===== src/rtl/key_pkg.sv =====
// rtl/key_pkg.sv - shared state encodings, default timing constants and counter-width helper for key_debounce
package key_pkg;

    typedef enum logic [1:0] {
        IDLE         = 2'd0,
        PRESS_WAIT   = 2'd1,
        HELD         = 2'd2,
        RELEASE_WAIT = 2'd3
    } key_state_e;

    // 20 ms debounce and 1 s long-press at a 50 MHz sys_clk
    localparam int DEFAULT_DEBOUNCE_CYCLES = 1_000_000;
    localparam int DEFAULT_LONG_CYCLES     = 50_000_000;

    function automatic int cnt_width(input int max_count);
        return $clog2(max_count + 1);
    endfunction

endpackage


===== src/rtl/key_debounce_ch.sv =====
// rtl/key_debounce_ch.sv - one key channel: 2-flop synchronizer, debounce FSM, counter, registered event outputs
// Long-press counting is built only when KEY_LONG_PRESS_EN is defined.
module key_debounce_ch
    import key_pkg::*;
#(
    parameter int DEBOUNCE_CYCLES = DEFAULT_DEBOUNCE_CYCLES,
`ifdef KEY_LONG_PRESS_EN
    parameter int LONG_CYCLES     = DEFAULT_LONG_CYCLES,
`endif
    parameter bit ACTIVE_LOW      = 1'b1
) (
    input  logic sys_clk,
    input  logic sys_rst,
    input  logic key_in,
    output logic key_level,
    output logic key_press,
    output logic key_release,
    output logic key_long
);

`ifdef KEY_LONG_PRESS_EN
    localparam int CNT_W = cnt_width(LONG_CYCLES);
    localparam logic [CNT_W-1:0] LONG_MAX  = CNT_W'(LONG_CYCLES);
    localparam logic [CNT_W-1:0] LONG_LAST = CNT_W'(LONG_CYCLES - 1);
`else
    localparam int CNT_W = cnt_width(DEBOUNCE_CYCLES);
`endif
    localparam logic [CNT_W-1:0] DB_LAST = CNT_W'(DEBOUNCE_CYCLES - 1);
    localparam logic [CNT_W-1:0] CNT_ONE = CNT_W'(1);
    localparam logic RELEASED_RAW = ACTIVE_LOW ? 1'b1 : 1'b0;

    logic [1:0]       sync_q;
    logic             s;
    key_state_e       state_q, state_d;
    logic [CNT_W-1:0] cnt_q, cnt_d;
    logic             level_q, level_d;
    logic             press_q, press_d;
    logic             release_q, release_d;
`ifdef KEY_LONG_PRESS_EN
    logic             long_q, long_d;
`endif

    // s is 1 whenever the synchronized pin differs from its released level
    assign s = sync_q[1] ^ RELEASED_RAW;

    always_comb begin
        state_d   = state_q;
        cnt_d     = cnt_q;
        press_d   = 1'b0;
        release_d = 1'b0;
`ifdef KEY_LONG_PRESS_EN
        long_d    = 1'b0;
`endif
        case (state_q)
            IDLE: begin
                if (s) begin
                    state_d = PRESS_WAIT;
                    cnt_d   = '0;
                end
            end
            PRESS_WAIT: begin
                if (!s) begin
                    state_d = IDLE;
                end else if (cnt_q == DB_LAST) begin
                    state_d = HELD;
                    press_d = 1'b1;
                    cnt_d   = '0;
                end else begin
                    cnt_d = cnt_q + CNT_ONE;
                end
            end
            HELD: begin
                if (!s) begin
                    state_d = RELEASE_WAIT;
                    cnt_d   = '0;
                end
`ifdef KEY_LONG_PRESS_EN
                else begin
                    // saturating at LONG_MAX keeps the LONG_LAST match to one cycle per press
                    if (cnt_q != LONG_MAX) begin
                        cnt_d = cnt_q + CNT_ONE;
                    end
                    long_d = (cnt_q == LONG_LAST);
                end
`endif
            end
            RELEASE_WAIT: begin
                if (s) begin
                    state_d = HELD;
                    cnt_d   = '0;
                end else if (cnt_q == DB_LAST) begin
                    state_d   = IDLE;
                    release_d = 1'b1;
                end else begin
                    cnt_d = cnt_q + CNT_ONE;
                end
            end
            default: begin
                state_d = IDLE;
                cnt_d   = '0;
            end
        endcase
        level_d = (state_d == HELD) || (state_d == RELEASE_WAIT);
    end

    always_ff @(posedge sys_clk or posedge sys_rst) begin
        if (sys_rst) begin
            sync_q    <= {2{RELEASED_RAW}};
            state_q   <= IDLE;
            cnt_q     <= '0;
            level_q   <= 1'b0;
            press_q   <= 1'b0;
            release_q <= 1'b0;
        end else begin
            sync_q    <= {sync_q[0], key_in};
            state_q   <= state_d;
            cnt_q     <= cnt_d;
            level_q   <= level_d;
            press_q   <= press_d;
            release_q <= release_d;
        end
    end

`ifdef KEY_LONG_PRESS_EN
    always_ff @(posedge sys_clk or posedge sys_rst) begin
        if (sys_rst) begin
            long_q <= 1'b0;
        end else begin
            long_q <= long_d;
        end
    end
    assign key_long = long_q;
`else
    assign key_long = 1'b0;
`endif

    assign key_level   = level_q;
    assign key_press   = press_q;
    assign key_release = release_q;

endmodule


===== src/rtl/key_debounce.sv =====
// rtl/key_debounce.sv - multi-channel push-button conditioner with debounced levels and press/release/long events
// Define KEY_LONG_PRESS_EN to enable long-press detection on key_long.
module key_debounce
    import key_pkg::*;
#(
    parameter int NUM_KEYS        = 4,
    parameter int DEBOUNCE_CYCLES = DEFAULT_DEBOUNCE_CYCLES,
    parameter int LONG_CYCLES     = DEFAULT_LONG_CYCLES,
    parameter bit ACTIVE_LOW      = 1'b1
) (
    input  logic                sys_clk,
    input  logic                sys_rst,
    input  logic [NUM_KEYS-1:0] key_in,
    output logic [NUM_KEYS-1:0] key_level,
    output logic [NUM_KEYS-1:0] key_press,
    output logic [NUM_KEYS-1:0] key_release,
    output logic [NUM_KEYS-1:0] key_long
);

    if (DEBOUNCE_CYCLES < 2) begin : g_bad_debounce
        $error("key_debounce: DEBOUNCE_CYCLES must be at least 2");
    end
    if (LONG_CYCLES <= DEBOUNCE_CYCLES) begin : g_bad_long
        $error("key_debounce: LONG_CYCLES must exceed DEBOUNCE_CYCLES");
    end

    for (genvar i = 0; i < NUM_KEYS; i++) begin : g_ch
        key_debounce_ch #(
            .DEBOUNCE_CYCLES(DEBOUNCE_CYCLES),
`ifdef KEY_LONG_PRESS_EN
            .LONG_CYCLES    (LONG_CYCLES),
`endif
            .ACTIVE_LOW     (ACTIVE_LOW)
        ) u_ch (
            .sys_clk    (sys_clk),
            .sys_rst    (sys_rst),
            .key_in     (key_in[i]),
            .key_level  (key_level[i]),
            .key_press  (key_press[i]),
            .key_release(key_release[i]),
            .key_long   (key_long[i])
        );
    end

endmodule

===== config.mk =====
export PLATFORM = sky130hd
export DESIGN_NAME = key_debounce
export DESIGN_NICKNAME = d
export VERILOG_FILES = /design/src/rtl/key_pkg.sv /design/src/rtl/key_debounce_ch.sv /design/src/rtl/key_debounce.sv
export SDC_FILE = /design/constraint.sdc
export NUM_CORES = 1
export LEC_CHECK = 0
export BUFFER_PORTS_ARGS = -buffer_cell sky130_fd_sc_hd__buf_4
export CORE_MARGIN = 2
export CORE_UTILIZATION = 30
export CTS_BUF_LIST = sky130_fd_sc_hd__clkbuf_4 sky130_fd_sc_hd__clkbuf_8 sky130_fd_sc_hd__clkbuf_16
export DETAILED_ROUTE_END_ITERATION = 16
export PLACE_DENSITY = 0.46
export SLEW_MARGIN = 20
export SYNTH_ARGS = -nofsm -noshare
export SYNTH_HDL_FRONTEND = slang
export SYNTH_SLANG_ARGS = --single-unit

===== constraint.sdc =====
create_clock -name sys_clk -period 9.9 [get_ports sys_clk]
set_input_delay 1.98 -clock sys_clk [delete_from_list [all_inputs] [get_ports sys_clk]]
set_output_delay 1.98 -clock sys_clk [all_outputs]
set_load 0.03 [all_outputs]

==> metrics.txt <==
outcome=completed; Critical R2R Launch=g_ch[2].u_ch.cnt_q[11]; switch share=25.7%; core area=21,000 sq um; sequential share of power=52.0%; RSZ-0062 raised after global routing=no; Mapped Cells=713; syn_area_per_cell=~9 sq um; Pleak=2.80 nW; vias=5,261; Die X=150 microns; clock power share=40.7%; Final Power=0.000945 W; CTS Buf Count=9; WL/cell=~15 microns; Port Buffers=17; global route overflow=0; setup TNS=0 ns; post-synthesis cell type count=77; reg-to-reg endpoint=g_ch[2].u_ch.cnt_q[19]; clock tree buffer depth=2; Worst-Skew Late Latency=0.35 ns; drt pass-1 iters=5; largest net degree at the start of global routing=64; Hold Path Class=reg -> reg; WS Path Type=in -> async; Pint=0.000702 W; reg2reg setup slack=7.46 ns; Max Clk Rate=around 350 MHz; Yosys warnings=0; H-tree lvl count=3; Synth Cell Area=6390 sq um; clk slew on worst S/H paths=0.07 ns; Hold Path End=g_ch[1].u_ch.sync_q[1]; Syn-to-layout area delta=8.71%; Async SR Flop Fraction=100%; hold path startpoint=g_ch[1].u_ch.sync_q[0]; Post-synth EDFFs=0; final hold vios=0; synthesized flop and latch total=around 110; Residual DRC=0; vias per cell=approximately 5.4; CP max FO=63; die height=150 microns; Post-DRT Antenna Nets=0; first-pass GRT wire length=25,100 microns; initial core utilization=30.5%; Buf/Inv on CP=3; ys flop type=dfrtp_1; Seq/Total Area, Yosys=42.4%; share of post-route cells with drive strength above 1=10.8%; cells along the critical path=buf_4, inv_4, buf_4; clock sinks=108; final worst path period need=2.89 ns; Post-CTS Hold Fix Bufs=0; setup bufs post-CTS=0; family with the most delay on the worst path=buffers and inverters; final wirelength=14,800 microns; Nets=~710; Slew HR=38.4%; CTS tree=built; die area=between 20,000 and 25,000 sq um; slowest cell on the critical path=buf_4; Worst IR Drop VDD=64.5 uV; num rows=53; Filler cells=between 2,000 and 2,500; Post-CTS Resized=0; commonest cells in the netlist=dfrtp_1 (100), nor2_1 (68), nand2_1 (63); setup ws final=7.01 ns; Area contributors post-synth=dfrtp_1 (39%), nor2_1 (4.0%), nand2_1 (3.7%), xor2_1 (3.6%), dfstp_2 (3.3%); final setup violation count=0; CP Data Required Time=roughly 10 ns; Worst Hold Path Cells=0; Worst Setup End Kind=async pin; share of the synthesized area in the top cell type=39.1%; I/O pin cnt=22; Combinational Power Share=under 10%; vias in the first global route=~5,100; DR iter-0 viols=470; GP Congestion=0.831; skew final=0.00680 ns; Reg2Reg Depth=5; Clk Tree Root Cell=clkbuf_16; pre-CTS WS=6.50 ns; crit share post-route=between 20% and 30%; switching power=approximately 0.00024 W; crit-path max cell delay=0.63 ns; most used cell along the critical path=buf_4; gr usage total=a little over an eighth; max_cap viols=0; Pwr per Cell Area=136 nW/um^2; most common cell in the netlist=dfrtp_1; crit start category=input pin; dpl hpwl=10,000 microns; critical path arrival=3.34 ns; max-slew violations=0; Antenna diodes=0; slew at the pin closest to its max-slew limit=0.916 ns; Synth area leader=dfrtp_1; initial antenna violation count=0
-- cell families after synthesis --
family | synth area share, %
and+or+nand+nor | 29.5
AOI/OAI and AO/OA | 15.9
DFF | 42.4
buffers and inverters | 5.23
xor gates and xnor gates | 3.84
muxes | 2.27
adders and majority gates | 0.783
other | 0.0587
-- placed cells by master, fill, tap and decap left out, types with 19 or more instances in the layout --
cell,netlist,routed
o21ai_0,28,28
xor2_1,26,26
dfrtp_1,100,100
nor2_1,68,68
nand4_1,32,32
nor3_1,20,20
inv_1,20,19
a21oi_1,33,33
nand2_1,63,63
buf_4,16,19
nand3_1,39,39
-- power by group through the flow --
stage	Combinational [W]	Clock, W	Sequential (W)
3_3_place_gp	0.0000686	0	0.000499
6_report	0.0000685	0.000385	0.000492
5_1_grt	0.0000783	0.000414	0.000496
3_5_place_dp	0.0000700	0	0.000498
4_1_cts	0.0000703	0.000399	0.000491
2_1_floorplan	0.0000712	0	0.000479
-- through the flow --
stage	utilization (%)	instances	hold WS, ns	area [sq um]
2_1_floorplan	-	716	0.345	6400
3_3_place_gp	31.7	960	0.347	6630
3_5_place_dp	31.7	960	0.347	6630
4_1_cts	33.2	976	0.358	6950
5_1_grt	33.2	976	0.361	6950
6_report	33.2	976	0.357	6950
-- state kept, by name, indices dropped and copies added, names as in the netlist --
| register | count |
|---|---|
| g_ch.u_ch.cnt_q | 80 |
| g_ch.u_ch.key_level | 4 |
| g_ch.u_ch.key_press | 4 |
| g_ch.u_ch.key_release | 4 |
| g_ch.u_ch.state_q | 8 |
| g_ch.u_ch.sync_q | 8 |
-- routing by layer --
| metal | track usage (%) | vias to the layer above | wire (microns) |
|---|---|---|---|
| met5 | 0 | - | 0 |
| met4 | 4.81 | 0 | 227 |
| met3 | 2.07 | 18 | 327 |
| met2 | 22.6 | 76 | 6930 |
| met1 | 18.2 | 2573 | 7270 |
| li1 | - | 2594 | - |
-- cell type report --
| type | count | area (sq um) | share of cell area [%] |
|---|---|---|---|
| Multi-Input combinational cell | 538 | 3360 | 48.3 |
| Sequential cell | 108 | 2710 | 39.0 |
| Tap cell | 275 | 344 | 4.95 |
| Clock buffer | 13 | 268 | 3.85 |
| Timing Repair Buffer | 19 | 143 | 2.05 |
| Inverter | 20 | 77.6 | 1.12 |
| Clock inverter | 3 | 47.5 | 0.684 |
-- worst max path at each step --
stage | cells after the start | start | slack [ns] | endpoint
global route | 3 | sys_rst | 6.75 | g_ch[1].u_ch.cnt_q[16]
detailed placement | 3 | sys_rst | 6.50 | g_ch[1].u_ch.cnt_q[18]
CTS | 3 | sys_rst | 6.89 | g_ch[3].u_ch.state_q[1]
finish | 3 | sys_rst | 7.01 | g_ch[1].u_ch.cnt_q[2]
global placement | 3 | sys_rst | 6.54 | g_ch[1].u_ch.state_q[0]
floorplan | 1 | sys_rst | 5.09 | g_ch[0].u_ch.cnt_q[0]
Power figures use the tool's default switching activity.
